<file path="config.mk">
export PLATFORM = sky130hd
export DESIGN_NAME = i_serdes_word_aligner
export DESIGN_NICKNAME = d
export VERILOG_FILES = /design/src/rtl/i_serdes_align_pkg.sv /design/src/rtl/i_serdes_word_aligner.sv
export SDC_FILE = /design/constraint.sdc
export NUM_CORES = 1
export LEC_CHECK = 0
export ABC_AREA = 1
export BUFFER_PORTS_ARGS = -buffer_cell sky130_fd_sc_hd__buf_2
export CAP_MARGIN = 20
export CORE_ASPECT_RATIO = 0.8
export CORE_MARGIN = 4
export CORE_UTILIZATION = 35
export CTS_CLUSTER_SIZE = 12
export DETAILED_ROUTE_END_ITERATION = 8
export SETUP_SLACK_MARGIN = 0.05
export SLEW_MARGIN = 10
export SYNTH_ARGS = -nofsm -noshare
export SYNTH_HDL_FRONTEND = slang
export SYNTH_SLANG_ARGS = --single-unit
</file>
<file path="constraint.sdc">
create_clock -name CLK_IN -period 2 [get_ports CLK_IN]
set_input_delay 0.4 -clock CLK_IN [delete_from_list [all_inputs] [get_ports CLK_IN]]
set_output_delay 0.4 -clock CLK_IN [all_outputs]
set_load 0.005 [all_outputs]
</file>
<file path="src/rtl/i_serdes_align_pkg.sv">
// Shared definitions for the I_SERDES word aligner.
//   state_e           : aligner FSM state encoding
//   TRAIN_PATTERN_DEF : default training word (every rotation of it is distinct)
//   MATCH_COUNT_DEF   : default number of consecutive matching words needed to lock
//   SLIP_WAIT_DEF     : default settle time, in cycles, after each bitslip pulse
package i_serdes_align_pkg;

    typedef enum logic [2:0] {
        ST_IDLE   = 3'd0,
        ST_SEARCH = 3'd1,
        ST_SLIP   = 3'd2,
        ST_WAIT   = 3'd3,
        ST_LOCKED = 3'd4,
        ST_FAIL   = 3'd5
    } state_e;

    localparam logic [3:0] TRAIN_PATTERN_DEF = 4'b0011;
    localparam int         MATCH_COUNT_DEF   = 4;
    localparam int         SLIP_WAIT_DEF     = 8;

endpackage

</file>
<file path="src/rtl/i_serdes_word_aligner.sv">
// Word aligner for an I_SERDES deserializer. It searches the incoming words
// for the training pattern and issues single-cycle bitslip requests until
// MATCH_COUNT consecutive valid words match. Once locked, data is passed
// through with one cycle of latency.
// Ports:
//   CLK_IN      in   sole clock, rising edge
//   reset       in   synchronous, active-high reset
//   ALIGN_EN    in   enables alignment; low returns the FSM to IDLE
//   Q_IN        in   deserialized word from I_SERDES Q
//   DATA_VALID  in   Q_IN qualifier
//   DPA_LOCK    in   DPA lock status
//   DPA_ERROR   in   DPA error status
//   BITSLIP_ADJ out  one-cycle slip request to I_SERDES
//   WORD_OUT    out  aligned data word
//   WORD_VALID  out  WORD_OUT qualifier
//   ALIGNED     out  high while locked
//   ALIGN_FAIL  out  high after all rotations were tried without a lock
//   SLIP_CNT    out  slips issued in the current attempt
module i_serdes_word_aligner
    import i_serdes_align_pkg::*;
#(
    parameter int               WIDTH         = 4,
    parameter logic [WIDTH-1:0] TRAIN_PATTERN = WIDTH'(TRAIN_PATTERN_DEF),
    parameter int               MATCH_COUNT   = MATCH_COUNT_DEF,
    parameter int               SLIP_WAIT     = SLIP_WAIT_DEF
) (
    input  logic                         CLK_IN,
    input  logic                         reset,
    input  logic                         ALIGN_EN,
    input  logic [WIDTH-1:0]             Q_IN,
    input  logic                         DATA_VALID,
    input  logic                         DPA_LOCK,
    input  logic                         DPA_ERROR,
    output logic                         BITSLIP_ADJ,
    output logic [WIDTH-1:0]             WORD_OUT,
    output logic                         WORD_VALID,
    output logic                         ALIGNED,
    output logic                         ALIGN_FAIL,
    output logic [$clog2(WIDTH+1)-1:0]   SLIP_CNT
);

    localparam int SC_W = $clog2(WIDTH + 1);
    localparam int MC_W = $clog2(MATCH_COUNT + 1);
    localparam int WC_W = (SLIP_WAIT > 1) ? $clog2(SLIP_WAIT) : 1;

    state_e            state_q, state_d;
    logic [MC_W-1:0]   match_q, match_d;
    logic [SC_W-1:0]   slip_q, slip_d;
    logic [WC_W-1:0]   wait_q, wait_d;
    logic [WIDTH-1:0]  word_out_q, word_out_d;
    logic              word_valid_q, word_valid_d;
    logic              bitslip_q, bitslip_d;
    logic              aligned_q, aligned_d;
    logic              fail_q, fail_d;
    logic              abort;
    logic              stay_locked;

    // Match counter stops at MATCH_COUNT rather than wrapping.
    function automatic logic [MC_W-1:0] match_sat_inc(input logic [MC_W-1:0] v);
        if (v == MC_W'(MATCH_COUNT))
            return v;
        return v + 1'b1;
    endfunction

    always_comb begin
        state_d    = state_q;
        match_d    = match_q;
        slip_d     = slip_q;
        wait_d     = wait_q;
        abort      = !ALIGN_EN || !DPA_LOCK || DPA_ERROR;

        case (state_q)
            ST_IDLE: begin
                match_d = '0;
                slip_d  = '0;
                wait_d  = '0;
                if (!abort)
                    state_d = ST_SEARCH;
            end
            ST_SEARCH: begin
                if (DATA_VALID) begin
                    if (Q_IN == TRAIN_PATTERN) begin
                        match_d = match_sat_inc(match_q);
                        if (match_d == MC_W'(MATCH_COUNT))
                            state_d = ST_LOCKED;
                    end else begin
                        match_d = '0;
                        // SLIP_CNT advances together with the pulse it counts.
                        if (slip_q < SC_W'(WIDTH - 1)) begin
                            state_d = ST_SLIP;
                            slip_d  = slip_q + 1'b1;
                        end else begin
                            state_d = ST_FAIL;
                        end
                    end
                end
            end
            ST_SLIP: begin
                wait_d  = '0;
                state_d = ST_WAIT;
            end
            ST_WAIT: begin
                if (wait_q == WC_W'(SLIP_WAIT - 1)) begin
                    wait_d  = '0;
                    match_d = '0;
                    state_d = ST_SEARCH;
                end else begin
                    wait_d = wait_q + 1'b1;
                end
            end
            ST_LOCKED: ;
            ST_FAIL:   ;
            default:   state_d = ST_IDLE;
        endcase

        // Loss of enable or DPA health wins over any same-cycle lock or slip.
        if (state_q != ST_IDLE && abort) begin
            state_d = ST_IDLE;
            match_d = '0;
            slip_d  = '0;
            wait_d  = '0;
        end

        // Data passes only while the FSM stays locked, so an abort drops
        // WORD_VALID on the same edge that clears ALIGNED.
        stay_locked  = (state_q == ST_LOCKED) && (state_d == ST_LOCKED);
        word_out_d   = stay_locked ? Q_IN : word_out_q;
        word_valid_d = stay_locked && DATA_VALID;
        bitslip_d    = (state_d == ST_SLIP);
        aligned_d    = (state_d == ST_LOCKED);
        fail_d       = (state_d == ST_FAIL);
    end

    always_ff @(posedge CLK_IN) begin
        if (reset) begin
            state_q      <= ST_IDLE;
            match_q      <= '0;
            slip_q       <= '0;
            wait_q       <= '0;
            word_out_q   <= '0;
            word_valid_q <= 1'b0;
            bitslip_q    <= 1'b0;
            aligned_q    <= 1'b0;
            fail_q       <= 1'b0;
        end else begin
            state_q      <= state_d;
            match_q      <= match_d;
            slip_q       <= slip_d;
            wait_q       <= wait_d;
            word_out_q   <= word_out_d;
            word_valid_q <= word_valid_d;
            bitslip_q    <= bitslip_d;
            aligned_q    <= aligned_d;
            fail_q       <= fail_d;
        end
    end

    assign BITSLIP_ADJ = bitslip_q;
    assign WORD_OUT    = word_out_q;
    assign WORD_VALID  = word_valid_q;
    assign ALIGNED     = aligned_q;
    assign ALIGN_FAIL  = fail_q;
    assign SLIP_CNT    = slip_q;

endmodule

</file>
* Yosys cells after proc, flatten, opt, wreduce, memory -nomap -nowiden
Cells that the tools add are included.
** Storage, ports and cells
- Bits of input ports :: 10
- Register bits :: 20
** Operators by class
- Multiplexer cells :: 27
- Magnitude comparators :: 1
- Reductions and logical operators :: 17
- Equal/unequal tests :: 16
- $add $sub $neg :: 3
** Operators by type and width (number)
- 3-bit two-way mux :: 19
- 3-bit == test (second input constant) :: 7
- 3-bit case mux with 5 select lines :: 1
- 3-bit case mux with 2 select lines :: 2
- 3-bit by 1-bit adder with 3-bit output (second input constant) :: 3
- 3-bit by 2-bit == test with 1-bit output (second input constant) :: 3
- 3-bit case mux with 3 select lines :: 1
- 2-bit != test (second input constant) :: 4
- 3-bit nonzero test :: 2
- 2-bit OR reduction :: 3
- 4-bit by 2-bit == test with 1-bit output (second input constant) :: 1
- 1-bit two-way mux :: 4
- 4-bit AND reduction :: 1
- 2-bit nonzero test :: 2
- 3-bit by 1-bit == test with 1-bit output (second input constant) :: 1
- 1-bit logical AND :: 3
- 3-bit zero test :: 1
- 3-bit by 2-bit less-than comparator with 1-bit output (second input constant) :: 1
- 3-bit AND reduction :: 1
- 1-bit zero test :: 2
- 1-bit logical OR :: 2

* Logic depth before layout (Yosys ltp)
Gate-level depths: netlist of run 1.
- Depth in word-level cells :: 18
- Gate-level depth with buffers :: 13

* Worst setup path before layout of run 1
Ideal clock, no wire load.
- Path kind :: reg-to-reg
- From :: register match_q[0]
- To :: register word_out_q[0] (netlist: WORD_OUT[0])
- Clock period less this slack :: 1.576 ns
- Cell stages (with the launch flop) :: 11
- Required time :: 1.885 ns
- Setup time :: 0.115 ns
- Path buffers :: 0
- Arrival :: 1.461 ns
- Slack :: 0.424 ns
- Path through :: dfxtp_1 inv_1 ha_1 nor2_1 nand3_1 nand2_1 nand2_1 a21oi_1 nand4_1 nand2_1 nor2_1
** On the way
- Cells in the longest elaborated chain, start to end :: 17
- Elaborated cells on any way between the ends :: 19
- Classes of those cells :: add/sub: 1; eq/ne: 3; mux: 14; reduce/logical: 1
** RTL lines
- start: declaration :: line i_serdes_word_aligner.sv:47 : logic [MC_W-1:0] match_q, match_d;
- start signal: assignment :: line i_serdes_word_aligner.sv:147 : match_q <= match_d;
- 3-bit == test :: line i_serdes_word_aligner.sv:60 : if (v == MC_W'(MATCH_COUNT))
- 1-bit two-way mux :: line i_serdes_word_aligner.sv:60
- 1-bit two-way mux :: line i_serdes_word_aligner.sv:82 : if (Q_IN == TRAIN_PATTERN) begin
- 1-bit two-way mux :: line i_serdes_word_aligner.sv:81 : if (DATA_VALID) begin
- 1-bit two-way mux :: line i_serdes_word_aligner.sv:72 : case (state_q)
- 3-bit two-way mux (*) :: line i_serdes_word_aligner.sv:62 : return v + 1'b1;
- 3-bit two-way mux (*) :: line i_serdes_word_aligner.sv:82
- 3-bit two-way mux (*) :: line i_serdes_word_aligner.sv:81
- 3-bit two-way mux (*) :: line i_serdes_word_aligner.sv:72
- 3-bit == test (*) :: line i_serdes_word_aligner.sv:84 : if (match_d == MC_W'(MATCH_COUNT))
- 3-bit two-way mux (*) :: line i_serdes_word_aligner.sv:84
- 3-bit two-way mux (*) :: line i_serdes_word_aligner.sv:82
- 3-bit two-way mux (*) :: line i_serdes_word_aligner.sv:81
- 3-bit case mux with 5 select lines (*) :: line i_serdes_word_aligner.sv:72
- 3-bit two-way mux (*) :: line i_serdes_word_aligner.sv:117 : if (state_q != ST_IDLE && abort) begin
- 3-bit == test (*) :: line i_serdes_word_aligner.sv:126 : stay_locked = (state_q == ST_LOCKED) && (state_d == ST_LOCKED);
- 1-bit logical AND (*) :: line i_serdes_word_aligner.sv:126
- end signal: assignment :: line i_serdes_word_aligner.sv:150 : word_out_q <= word_out_d;
- end: declaration :: line i_serdes_word_aligner.sv:50 : logic [WIDTH-1:0] word_out_q, word_out_d;
Mark *: on every way between the ends. The rest lies on a longest branch, timed or not. The select of a mux whose other input is x is not followed.
A chain may end at the register's enable or synchronous reset.

* Worst setup path after layout of run 1
- From :: register match_q[0]
- To :: register word_out_q[2] (netlist: WORD_OUT[2])
The elaborated chain is that of the path after synthesis.

==> out/results.md, run 1 <==
| Quantity | Reported |
|:---|:---|
| Count of unresolved DRC violations after routing | 0 |
| Mapped Avg Cell Area | 6.982 sq um |
| Number of hold buffers added after CTS | 0 |
| Drt total wl | 2266 um |
| Start of the worst register-to-register path | match_q[0] |
| P_leak | 0.0006158 uW |
| Leading cell type in the layout, fill and taps excluded | sky130_fd_sc_hd__nand2_1 |
| Signal arrival time at the worst endpoint | 1.93 ns |
| Critical Path Source Type | register |
| Type of destination of the critical path | register |
| Combined area of the multi-input logic cells | 574.3 sq um |
| Vias after detailed routing | 1004 |
| Number of different library cells in the post-synthesis netlist | 23 |
| TritonCTS buffer count | 3 |
| Die Span X | 69.16 um |
| Final total negative setup slack | 0 ns |
| Worst-case register-to-register setup slack | 0.26 ns |
| Worst hold path endpoint | WORD_VALID |
| Area of the mapped netlist | 1047 sq um |
| Slew @ Worst Pin | 0.4488 ns |
| Number of failing setup endpoints in the final timing report | 0 |
| Area share of the leading cell type in the synthesized netlist | 38.23% |
| Layout cells sized above 1 | 21.71% |
| Clock H-tree levels | 1 |
| Area inside the core boundary | 2808 sq um |
| Max-slew headroom at the worst pin | 69.85% |
| Synthesized instance count | 150 |
| Worst setup path start | match_q[0] |
| Maximum VDD drop | 424.4 uV |
| Die area | 3937 sq um |
| Largest buffer count on any clock path | 2 |
| Final worst-path cycle share | 86.95% |
| Wire length on met1 | 1163 um |
| Maximum operating frequency | 575.1 MHz |
| IO Port Bufs | 20 |
| Initial antenna violation count | 0 |
| Die extent in y | 56.93 um |
| Routability congestion estimate from global placement | 0.9257 |
| Clock insertion delay at the later pin of the skew report | 0.26 ns |
| Min Tclk post-route | 1.739 ns |
| Number of cells traversed by the worst hold path | 3 |
| Grt ovf | 0 |
| Met3 WL | 120 um |
| Total design power | 841.0 uW |
| Cell Count, Final, Fillers Out | 213 |
| Sequential element share of the synthesized area | 38.23% |
| Tightest Hold Check Type | in2reg |
| Antenna diode instance count | 0 |
| Placement Cell Area | 1206 sq um |
| Routed wire length per instance | 10.64 um |
| Final net count | 191 |
| Initial Utilization | 37.30% |
| Fin Clk Skew | 0.002145 ns |
| Result of the run | completed |
| Final max-slew violation count | 0 |
| Yosys Warn Count | 0 |
| Max-capacitance violation count | 0 |
| Area used by sequential logic in the layout | 401.6 sq um |
| Pin count of the biggest net entering global routing | 12 |
| Number of rows in the core area | 17 |
| Cell types with the largest area share after synthesis | sky130_fd_sc_hd__dfxtp_1 (38%), sky130_fd_sc_hd__nand2_1 (13%), sky130_fd_sc_hd__inv_1 (7.5%) |
| Routed length on met2 | 973 um |
| Antenna violation net count after detailed routing | 0 |
| Sinks on Clock Net | 20 |
| Highest metal layer with signal wires | met4 |
| First-pass iteration count of the detailed router | 4 |
| Clock Root Buffer | sky130_fd_sc_hd__clkbuf_8 |
| Mapped Nets | 165 |
| Total of flip-flops plus latches after synthesis | 20 |
| Worst Min Path Start | DATA_VALID |
| Most frequent cells in the layout | sky130_fd_sc_hd__nand2_1 (35), sky130_fd_sc_hd__inv_1 (21), sky130_fd_sc_hd__buf_2 (20), sky130_fd_sc_hd__dfxtp_1 (19), sky130_fd_sc_hd__nor2_1 (15) |
| Area growth, synth to finish | 21.86% |
| Hold Fails Final Rpt | 0 |
| Initial DRC Count | 61 |
| Cell count of the worst reg-to-reg path | 13 |
| Power per cell area | 659.0 nW/um^2 |
| Placed cell count | 209 |
| Final Instance Area | 1276 sq um |
| Via-to-Cell Ratio | 4.714 |
| IO Pins | 21 |
| Half-perimeter wire length of the detailed placement result | 1858 um |
| Clock Pin Slew Worst Setup and Hold Paths | 0.07 ns |
| Required time of the critical path | 2.19 ns |
| Wire length of the first global-routing pass | 3960 um |
| Peak fanout along the critical path | 5 |
| Total track usage | 12.12% |
| CTS tree | built |
| Endpoint of the worst register-to-register path | WORD_OUT[2] |
| Via count of the first global-routing pass | 916 |
| Total of fill cells in the finished design | 306 |
| Setup repair after global routing missed its margin | false |
| Worst Path Class, Setup | reg2reg |
| Cell taking the most area after synthesis | sky130_fd_sc_hd__dfxtp_1 |
[synth_stat cells]
cell                       count
sky130_fd_sc_hd__a21oi_1      15
sky130_fd_sc_hd__a311oi_1      1
sky130_fd_sc_hd__nand3b_1      1
sky130_fd_sc_hd__o211ai_1      1
sky130_fd_sc_hd__inv_1        21
sky130_fd_sc_hd__nand2_1      36
sky130_fd_sc_hd__nor3_1        5
sky130_fd_sc_hd__inv_2         1
sky130_fd_sc_hd__nand4_1       4
sky130_fd_sc_hd__nand3_1       9
sky130_fd_sc_hd__nor2_2        2
sky130_fd_sc_hd__nor2_1       15
sky130_fd_sc_hd__a21oi_2       1
sky130_fd_sc_hd__nand2_2       2
sky130_fd_sc_hd__nand3_4       1
sky130_fd_sc_hd__ha_1          5
sky130_fd_sc_hd__dfxtp_1      20
sky130_fd_sc_hd__o21ai_0       3
sky130_fd_sc_hd__a211oi_1      3
sky130_fd_sc_hd__or2_2         1
sky130_fd_sc_hd__clkbuf_1      1
sky130_fd_sc_hd__nor2_4        1
sky130_fd_sc_hd__a31oi_1       1
[cell families after synthesis]
kind of cell	synth area share, %
AO/OA/AOI/OAI	13.74
adder cells (fa/ha/maj)	5.974
buffers and inverters	8.243
flip-flops	38.23
AND/OR/NAND/NOR	33.81
[state kept, by name, summed over array words and instances, names as in the netlist]
| signal | flops |
|---|---|
| ALIGNED | 1 |
| ALIGN_FAIL | 1 |
| BITSLIP_ADJ | 1 |
| SLIP_CNT | 3 |
| WORD_OUT | 4 |
| WORD_VALID | 1 |
| match_q | 3 |
| state_q | 3 |
| wait_q | 3 |
[worst max-delay path, stage by stage, from the launching register on]
cell and delay (ns):
sky130_fd_sc_hd__dfxtp_2 0.34, sky130_fd_sc_hd__inv_1 0.06, sky130_fd_sc_hd__ha_1 0.21, sky130_fd_sc_hd__nand2_1 0.09, sky130_fd_sc_hd__nand2_1 0.07, sky130_fd_sc_hd__nand2_1 0.07
sky130_fd_sc_hd__nand3_1 0.10, sky130_fd_sc_hd__nand2_1 0.09, sky130_fd_sc_hd__nand2_1 0.10, sky130_fd_sc_hd__nand2_1 0.10, sky130_fd_sc_hd__nand2_2 0.09, sky130_fd_sc_hd__nor2_4 0.16
sky130_fd_sc_hd__a21oi_1 0.08, sky130_fd_sc_hd__nor2_1 0.12
[per-layer routing]
layer / GRT usage [%] / vias up
met5: 0 / -
met4: 1.671 / 0
met3: 4.472 / 4
met2: 17.93 / 22
met1: 17.22 / 434
li1: - / 544
[stage by stage]
step / setup slack (ns) / util [%] / hold slack [ns]
final: 0.2611 / 45.45 / 0.4259
after global routing: 0.06461 / 45.45 / 0.4225
after floorplan: 0.4239 / - / 0.4429
after global placement: 0.2611 / 42.96 / 0.4549
after detailed placement: 0.2078 / 42.96 / 0.4740
after CTS: 0.1633 / 44.92 / 0.4199
[layout make-up]
type / instances / share of cell area (%)
sequential: 20 / 31.47
timing repair buffer: 22 / 9.020
tap: 38 / 3.726
clock buffer: 4 / 4.314
multi-input combinational: 107 / 45.00
inverter: 22 / 6.471
[how the worst max path moves through the flow]
stage                       end  cells past startpoint
CTS                 BITSLIP_ADJ                     11
global route         WORD_VALID                     13
detailed placement  WORD_OUT[1]                     12
floorplan           WORD_OUT[0]                     10
finish              WORD_OUT[2]                     13
global placement    BITSLIP_ADJ                     11
[timing repair]
| item | 4_1_cts | 5_1_grt |
|---|---|---|
| buffers inserted | 0 | 0 |
| endpoints found under the setup margin | 0 | 6 |
| resized for setup | 0 | 4 |
[where the power goes]
group          switching [uW]  internal, uW  total [uW]
logic                    78.0          41.2         119
registers                8.96           407         416
clock network             131           175         306
total                     218           623         841
No activity file was read; power rests on OpenSTA's default activity.
==> run 2, diff against run 1 <==
--- a/config.mk
+++ b/config.mk
@@ -13,7 +13,7 @@
 export CORE_UTILIZATION = 35
 export CTS_CLUSTER_SIZE = 12
 export DETAILED_ROUTE_END_ITERATION = 8
-export SETUP_SLACK_MARGIN = 0.05
+export SETUP_SLACK_MARGIN = 0.3
 export SLEW_MARGIN = 10
 export SYNTH_ARGS = -nofsm -noshare
 export SYNTH_HDL_FRONTEND = slang
==> out/results.md, run 2 (synthesis results as in run 1) <==
| Quantity | Reported | vs previous |
|:---|:---|:---|
| TritonCTS buffer count | 3 | unchanged |
| Hold Fails Final Rpt | 0 | unchanged |
| Final WS setup | 0.3986 ns | +0.1375 ns |
| Wire length of the first global-routing pass | 4015 um | +1.4% |
| Internal cell power | 636.2 uW | +2.1% |
| Layout cells sized above 1 | 34.46% | +13 points |
| Routability congestion estimate from global placement | 0.9257 | unchanged |
| Signal arrival time at the worst endpoint | 1.76 ns | -0.17 ns |
| Vias after detailed routing | 1038 | +3.4% |
| Most frequent cells in the layout | sky130_fd_sc_hd__nand2_1 (29), sky130_fd_sc_hd__buf_2 (20), sky130_fd_sc_hd__inv_1 (17), sky130_fd_sc_hd__dfxtp_1 (15), sky130_fd_sc_hd__a21oi_1 (14) |  |
| Switching Power | 233.4 uW | +7.0% |
| Required time of the critical path | 2.16 ns | -0.03 ns |
| Worst hold slack | 0.4221 ns | -0.003805 ns |
| Logic gate share of total power | 16.5% | +2.3 points |
| Total design power | 869.6 uW | +3.4% |
| Initial DRC Count | 59 | -3.3% |
| Slowest stage delay, CP | 0.36 ns | +0.02 ns |
| P_leak | 0.0006481 uW | +5.3% |
| Fin Clk Skew | 0.0007901 ns | -0.001355 ns |
| Count of unresolved DRC violations after routing | 0 | unchanged |
| Number of buffer and inverter instances along the worst setup path | 1 | unchanged |
| Max-capacitance violation count | 0 | unchanged |
| Antenna violation net count after detailed routing | 0 | unchanged |
| Flop pwr share | 48.2% | -1.2 points |
| Final net count | 193 | +1.0% |
| CTS tree | built |  |
| Total track usage | 12.31% | +0.19 points |
| Initial antenna violation count | 0 | unchanged |
| Number of hold buffers added after CTS | 0 | unchanged |
| Final max-slew violation count | 0 | unchanged |
| First-pass iteration count of the detailed router | 4 | unchanged |
| Sinks on Clock Net | 20 | unchanged |
| Type of destination of the critical path | register |  |
| Number of rows in the core area | 17 | unchanged |
| Tightest Hold Check Type | in2reg |  |
| Clock H-tree levels | 1 | unchanged |
| Half-perimeter wire length of the detailed placement result | 1858 um | unchanged |
| Worst-path cell with the longest stage delay | sky130_fd_sc_hd__dfxtp_2 |  |
| Clock Pin Slew Worst Setup and Hold Paths | 0.07 ns | about the same |
| Setup repair after global routing missed its margin | false |  |
| Die area | 3937 sq um | unchanged |
| Die extent in y | 56.93 um | unchanged |
| Clock Root Buffer | sky130_fd_sc_hd__clkbuf_8 |  |
| Via count of the first global-routing pass | 922 | +0.66% |
| Die Span X | 69.16 um | unchanged |
| Largest register FFs | 4 | unchanged |
| Cells along the critical path | inv_2 > ha_4 > nand2_4 > nand2_2 > nand2_2 > nand3_2 > nand2_2 > nand2_4 > a21oi_4 > nand4_1 > nand2_1 > nor2_1 |  |
| Switching share of power | 26.84% | +0.91 points |
| Total number of cells along the worst setup path | 12 | -1 |
| IO Port Bufs | 20 | unchanged |
| Placed cell count | 209 | unchanged |
| Cell with the most instances on the worst path | sky130_fd_sc_hd__nand2_2 |  |
| Drt total wl | 2438 um | +7.6% |
| Result of the run | completed |  |
| Part of the power in the clock network | 35.4% | -1.0 points |
| Via-to-Cell Ratio | 4.828 | +2.4% |
| Clock insertion delay at the later pin of the skew report | 0.26 ns | about the same |
| Cell family contributing the most delay on the critical path | simple AND/OR/NAND/NOR gates |  |
| Initial Utilization | 37.30% | unchanged |
| Cell Count, Final, Fillers Out | 215 | +0.94% |
| Peak fanout along the critical path | 5 | unchanged |
| Area inside the core boundary | 2808 sq um | unchanged |
| Maximum VDD drop | 431.4 uV | +1.6% |
| Maximum operating frequency | 624.4 MHz | +8.6% |
| Number of failing setup endpoints in the final timing report | 0 | unchanged |
| Antenna diode instance count | 0 | unchanged |
| Min Tclk post-route | 1.601 ns | -0.1375 ns |
| Number of cells traversed by the worst hold path | 3 | unchanged |
| Slew @ Worst Pin | 0.3327 ns | -0.1161 ns |
| IO Pins | 21 | unchanged |
| Power per cell area | 631.8 nW/um^2 | -4.1% |
| Pin count of the biggest net entering global routing | 12 | unchanged |
| Routed wire length per instance | 11.34 um | +6.6% |
| Final worst-path cycle share | 80.07% | -6.9 points |
| Worst Path Class, Setup | reg2reg |  |
| Leading cell type in the layout, fill and taps excluded | sky130_fd_sc_hd__nand2_1 |  |
| Grt ovf | 0 | unchanged |
| Worst setup slack before clock tree synthesis | 0.2078 ns | unchanged |
| Max-slew headroom at the worst pin | 77.80% | +7.9 points |
| Total of fill cells in the finished design | 296 | -3.3% |
| Area growth, synth to finish | 31.42% |  |
| Largest buffer count on any clock path | 2 | unchanged |
| Critical Path Source Type | register |  |
| Final total negative setup slack | 0 ns | unchanged |
| Cell count of the worst reg-to-reg path | 12 | -1 |
-- run 2: cell types whose count changed in the layout (fill, tap and decap cells not counted), sizes merged --
cell | previous run | this run
buf | 22 | 24
-- run 2: metal layers --
metal	vias to the layer above	global-route usage, %	part of all wire (%)	wire length [um]
li1	546	-	-	-
met3	2	4.472	6.3	154
met5	-	0	0	0
met1	462	17.33	47	1155
met2	28	18.48	46	1120
met4	0	1.671	0.29	7
-- run 2: final timing paths --
path,start,end,slack (ns)
max reg2reg,match_q[0],WORD_OUT[1],0.40
min,DATA_VALID,WORD_VALID,0.42
min reg2reg,wait_q[2],wait_q[2],0.48
max,match_q[0],WORD_OUT[1],0.40
-- run 2: power groups by stage --
stage,combinational (uW),sequential (uW),clock [uW]
after floorplan,82.2,422,0
after global routing,162,420,339
after CTS,117,415,314
after detailed placement,114,424,0
after global placement,115,424,0
final,143,419,308
-- run 2: worst min-delay path, stage by stage --
cell,delay (ns)
sky130_fd_sc_hd__buf_2,0.12
sky130_fd_sc_hd__nand3_1,0.08
sky130_fd_sc_hd__nor2_1,0.04
-- run 2: layout make-up --
class	instances	area, sq um	share of cell area [%]
Clock buffer	4	55.05	4.000
Multi-Input combinational cell	107	654.4	47.55
Timing Repair Buffer	24	130.1	9.455
Sequential cell	20	406.6	29.55
Inverter	22	82.58	6.000
Tap cell	38	47.55	3.455
-- run 2: metrics by stage --
stage | instance area, sq um | util [%]
6_report | 1376 | 49.02
5_1_grt | 1376 | 49.02
4_1_cts | 1269 | 45.19
3_5_place_dp | 1206 | 42.96
3_3_place_gp | 1206 | 42.96
2_1_floorplan | 1047 | -
-- run 2: repair_timing --
item | 4_1_cts | 5_1_grt
setup buffers | 0 | 2
resized for setup | 3 | 29
setup endpoints to repair | 6 | 14
pin swaps | 1 | 8
